<file path="config.mk">
export PLATFORM = sky130hd
export DESIGN_NAME = dp_sweep_ctrl
export DESIGN_NICKNAME = d
export VERILOG_FILES = /design/src/rtl/dp_sweep_ctrl.sv
export SDC_FILE = /design/constraint.sdc
export NUM_CORES = 1
export LEC_CHECK = 0
export CAP_MARGIN = 20
export CORE_ASPECT_RATIO = 2
export CORE_MARGIN = 2
export CORE_UTILIZATION = 43
export CTS_BUF_LIST = sky130_fd_sc_hd__clkbuf_8
export DETAILED_ROUTE_END_ITERATION = 10
export GPL_TIMING_DRIVEN = 0
export PLACE_DENSITY_LB_ADDON = 0.08
export SETUP_SLACK_MARGIN = 0.15
export SYNTH_ARGS = -nofsm -noshare
export SYNTH_HDL_FRONTEND = slang
export SYNTH_SLANG_ARGS = --single-unit
</file>
<file path="constraint.sdc">
create_clock -name clk -period 2.1 [get_ports clk]
set_input_delay 0.315 -clock clk [delete_from_list [all_inputs] [get_ports clk]]
set_output_delay 0.315 -clock clk [all_outputs]
set_load 0.01 [all_outputs]
</file>
<file path="src/rtl/dp_sweep_ctrl.sv">
// ---------------------------------------------------------------------------
// dp_sweep_ctrl
//
// Sequencer for a small combinational code-to-word datapath. It walks an
// input code from `first` to `last` inclusive, waits SETTLE cycles at each
// code, captures the datapath output, and offers one (code, data) result per
// step on a valid/ready stream. A running XOR checksum covers every result
// accepted in the current sweep.
//
// Ports:
//   clk        in   clock, rising edge
//   rst_n      in   asynchronous active-low reset
//   start      in   begin a sweep (sampled only in IDLE)
//   first      in   first code, sampled with start
//   last       in   last code (inclusive), sampled with start
//   dp_in      out  code driven to the datapath (registered)
//   dp_out     in   datapath result, combinational function of dp_in
//   res_valid  out  result available
//   res_ready  in   consumer accepts the result
//   res_code   out  code the result belongs to
//   res_data   out  captured dp_out
//   busy       out  high in every state except IDLE
//   done       out  one-cycle pulse at the end of a sweep
//   checksum   out  XOR of all res_data accepted in the current sweep
// ---------------------------------------------------------------------------
module dp_sweep_ctrl #(
    parameter int IN_W   = 4,
    parameter int OUT_W  = 32,
    parameter int SETTLE = 2
) (
    input  logic             clk,
    input  logic             rst_n,
    input  logic             start,
    input  logic [IN_W-1:0]  first,
    input  logic [IN_W-1:0]  last,
    output logic [IN_W-1:0]  dp_in,
    input  logic [OUT_W-1:0] dp_out,
    output logic             res_valid,
    input  logic             res_ready,
    output logic [IN_W-1:0]  res_code,
    output logic [OUT_W-1:0] res_data,
    output logic             busy,
    output logic             done,
    output logic [OUT_W-1:0] checksum
);

    localparam int CNT_W = 4;  // holds SETTLE in 0..15
    localparam logic [CNT_W-1:0] SETTLE_C = CNT_W'(SETTLE);

    typedef enum logic [1:0] {
        IDLE  = 2'd0,
        DRIVE = 2'd1,
        EMIT  = 2'd2,
        FIN   = 2'd3
    } state_t;

    state_t           state, state_nx;
    logic [CNT_W-1:0] cnt;
    logic [IN_W-1:0]  last_q;

    // One-cycle action strobes decoded alongside the next state.
    logic go;       // valid range accepted, begin stepping
    logic skip;     // empty range (first > last), straight to FIN
    logic capture;  // settle time elapsed, snapshot the datapath
    logic xfer;     // result handshake completes on this edge

    // NOTE: sequential state uses non-blocking assignments so every register
    // samples pre-edge values, independent of process ordering.
    always_ff @(posedge clk or negedge rst_n) begin
        if (!rst_n) state <= IDLE;
        else        state <= state_nx;
    end

    // NOTE: every output of this block gets a default before the case, so no
    // path leaves a signal unassigned and no latch is inferred.
    always_comb begin
        state_nx = state;
        go       = 1'b0;
        skip     = 1'b0;
        capture  = 1'b0;
        xfer     = 1'b0;
        unique case (state)
            IDLE: begin
                if (start) begin
                    if (first <= last) begin
                        go       = 1'b1;
                        state_nx = DRIVE;
                    end else begin
                        skip     = 1'b1;
                        state_nx = FIN;
                    end
                end
            end
            DRIVE: begin
                if (cnt == '0) begin
                    capture  = 1'b1;
                    state_nx = EMIT;
                end
            end
            EMIT: begin
                if (res_ready) begin
                    xfer = 1'b1;
                    // Equality against last, never increment-and-compare, so
                    // last = all-ones terminates without wrapping to zero.
                    state_nx = (res_code == last_q) ? FIN : DRIVE;
                end
            end
            FIN:     state_nx = IDLE;
            default: state_nx = IDLE;
        endcase
    end

    assign res_valid = (state == EMIT);
    assign busy      = (state != IDLE);
    assign done      = (state == FIN);

    always_ff @(posedge clk or negedge rst_n) begin
        if (!rst_n) begin
            dp_in    <= '0;
            last_q   <= '0;
            cnt      <= '0;
            res_code <= '0;
            res_data <= '0;
            checksum <= '0;
        end else begin
            if (go) begin
                last_q   <= last;
                dp_in    <= first;
                cnt      <= SETTLE_C;
                checksum <= '0;
            end
            if (skip) begin
                checksum <= '0;
            end
            if (state == DRIVE && cnt != '0) begin
                cnt <= cnt - 1'b1;
            end
            if (capture) begin
                res_code <= dp_in;
                res_data <= dp_out;
            end
            if (xfer) begin
                checksum <= checksum ^ res_data;
                if (res_code != last_q) begin
                    dp_in <= dp_in + 1'b1;
                    cnt   <= SETTLE_C;
                end
            end
        end
    end

endmodule

</file>
==> flow_summary.toml <==
[status]
status = "completed"

[place]
pre_cts_slack_ns = -0.343
portBuffers = 118
placedCellCount = 559
post_dp_cell_area_um2 = 4960
dp.final_hpwl_um = 6750
place_congestion = 0.792

[power_and_ir_drop]
seqPwrFrac = 0.405
pwr-share-comb = 0.465
p_per_area_nw_per_um2 = 1360
switching_power_mw = 2.53
power_mw = 7.08
swShare = 0.357
p_leak_nw = 2.25
internal_power_mw = 4.55
vdd_ir_drop_max_mv = 0.710
clock_power_share = 0.130

[die]
core_um2 = 8230
num_rows = 47
die_x_um = 69.0
initial_utilization = 0.441
die-area_um2 = 9250
die_h_um = 134
io_pins = 119

[routing]
vias_per_cell = 5.18
num_vias = 2998
drt-initial-drc-count = 176
ant_nets = 0
drt_first_pass_iters = 4
routed_wl_um = 9110
routedWlPerCell_um = 15.7
drc = 0

[grt]
grt_max_degree = 50
grt_pass1_vias = 2961
grt-ovfl-total = 0
antenna_found_initial = 0
grt_first_pass_wirelength_um = 15000
track_usage = 0.206

[clocking]
clk_pin_slew_ns = 0.08
clockBufferDepth = 2
cts_sinks = 82
cts_made_buffers = 9
cts_root_buf = "clkbuf_8"
cts_tree = "done"
htree_levels = 3
clock_latency_ns = 0.36

[synthesis]
yosys.area.top_type = "dfrtp_1"
ys_ff_latch = 82
ys_seq_area_frac = 0.565
synth_area_leaders = "dfrtp_1 56%, mux2_2 11%, o21ai_0 5.6%"
synthCells = 342
syn_area_per_cell_um2 = 10.6
synth_area_um2 = 3630
synth_warnings = 0
ys_types = 39
syn-num-nets = 393
synth_top_area_frac = 0.565

[sta]
finalWorstSetupSlack_ns = 0.101
tightest_slew_ns = 0.485
period_share = 0.952
setup_tns_ns = 0
holdWs_ns = 0.450
hold_viol = 0
period_needed_ns = 2.00
rsz0062_at_grt = "yes"
drv_slew = 0
max_freq_ghz = 0.500
fin_skew_ns = 0.00581
setup_viol = 0
relSlewSlack = 0.676

[worst_setup_path]
endpoint_kind = "flop"
worstSetupPathType = "flop to flop"
cp.required_ns = 2.39
critical_path_arrival_ns = 2.29
crit_path_max_fanout = 3
r2r_slack_ns = 0.10
startpoint_type = "flop"

[finish]
fin_nets = 530
fin_util = 0.634
finalNonFillerCells = 579
nFillCells = 717
antenna_cells = 0
drive_gt1_frac = 0.164
final_area_um2 = 5220
syn_to_final_growth_pct = 43.6

[job]
cap_violations = 0

[worst_hold_path]
hold_path_class = "input pin to asynchronous set/reset pin"
-- cells by family (layout without fill, tap and decap cells) --
family | Yosys count | after routing | share of synthesized area
xor gates and xnor gates | 5 | 5 | 0.0120
muxes | 39 | 39 | 0.121
buffers and inverters | 25 | 164 | 0.0324
adders and majority gates | 7 | 7 | 0.0241
AOI/OAI and AO/OA | 83 | 83 | 0.126
and+or+nand+nor | 101 | 101 | 0.119
DFF | 82 | 82 | 0.565
-- power by group through the flow --
stage               registers [mW]  logic, mW  clock network, mW
global route                  2.98       3.57               1.02
CTS                           2.87       3.32              0.952
global placement              2.85       3.16                  0
finish                        2.87       3.29              0.918
detailed placement            2.89       3.24                  0
floorplan                     3.03       1.33                  0
-- Yosys cell counts (all sizes together) --
cell,n
a21oi,5
nand3b,1
nor2b,1
o221a,1
mux2i,2
o32ai,1
nand2,47
ha,7
dfrtp,82
or3b,1
clkbuf,7
nor3,1
and2b,1
o211ai,1
o21ai,69
a31oi,2
and2,3
nand4,2
nor2,35
o211a,1
xnor2,4
xor2,1
or2,2
o2111ai,1
nor3b,2
mux2,37
buf,9
o31ai,1
nand3,4
or4,1
a211o,1
inv,9
-- sequential cells by signal, summed over array words and instances (netlist names) --
| register | flops |
|---|---|
| last_q | 4 |
| cnt | 4 |
| dp_in | 4 |
| checksum | 32 |
| res_code | 4 |
| state | 2 |
| res_data | 32 |
-- path summary, 6_finish.rpt --
path,startpoint,endpoint,cells after the start
max,cnt[1],cnt[3],7
min,rst_n,res_data[19],2
max reg2reg,cnt[1],cnt[3],7
min reg2reg,checksum[12],checksum[12],1
max in group asynchronous,rst_n,state[1],3
min in group clk,checksum[12],checksum[12],1
-- layer usage --
| layer | wire, um | track usage |
|---|---|---|
| met1 | 3540 | 0.235 |
| met2 | 4940 | 0.369 |
| met3 | 412 | 0.0436 |
| met4 | 216 | 0.0882 |
| met5 | 0 | 0 |
-- layout make-up --
class / count / area, um2 / area share
Timing Repair Buffer: 126 / 1260 / 0.242
Clock inverter: 4 / 16.3 / 0.00312
Multi-Input combinational cell: 235 / 1510 / 0.289
Sequential cell: 82 / 2050 / 0.394
Tap cell: 98 / 123 / 0.0235
Buffer: 16 / 101 / 0.0194
Inverter: 9 / 33.8 / 0.00647
Clock buffer: 9 / 124 / 0.0237
-- timing repair --
item / 4_1_cts / 5_1_grt
endpoints found under the setup margin: 43 / 68
gates cloned: 0 / 1
pin swaps: 3 / 4
gates resized for setup: 11 / 8
endpoints found under the hold margin: 33 / 0
hold buffers: 1 / 0
buffers inserted: 2 / 3
-- worst max-delay path, stage by stage, from the launching register on --
cell,delay [ns]
dfrtp_1,0.37
inv_1,0.08
ha_2,0.16
nor3b_4,0.15
or3b_4,0.41
or4_4,0.42
or2_1,0.23
a21oi_2,0.11
-- layout by cell type (no fill, tap or decap), types with 9 or more instances in the layout --
cell type and count:
buf_4 9, clkbuf_8 9, clkdlybuf4s50_1 116, dfrtp_1 80, inv_1 11, mux2_2 36
nand2_1 47, nor2_1 34, o21ai_0 41, o21ai_1 28
Power figures use the tool's default switching activity.
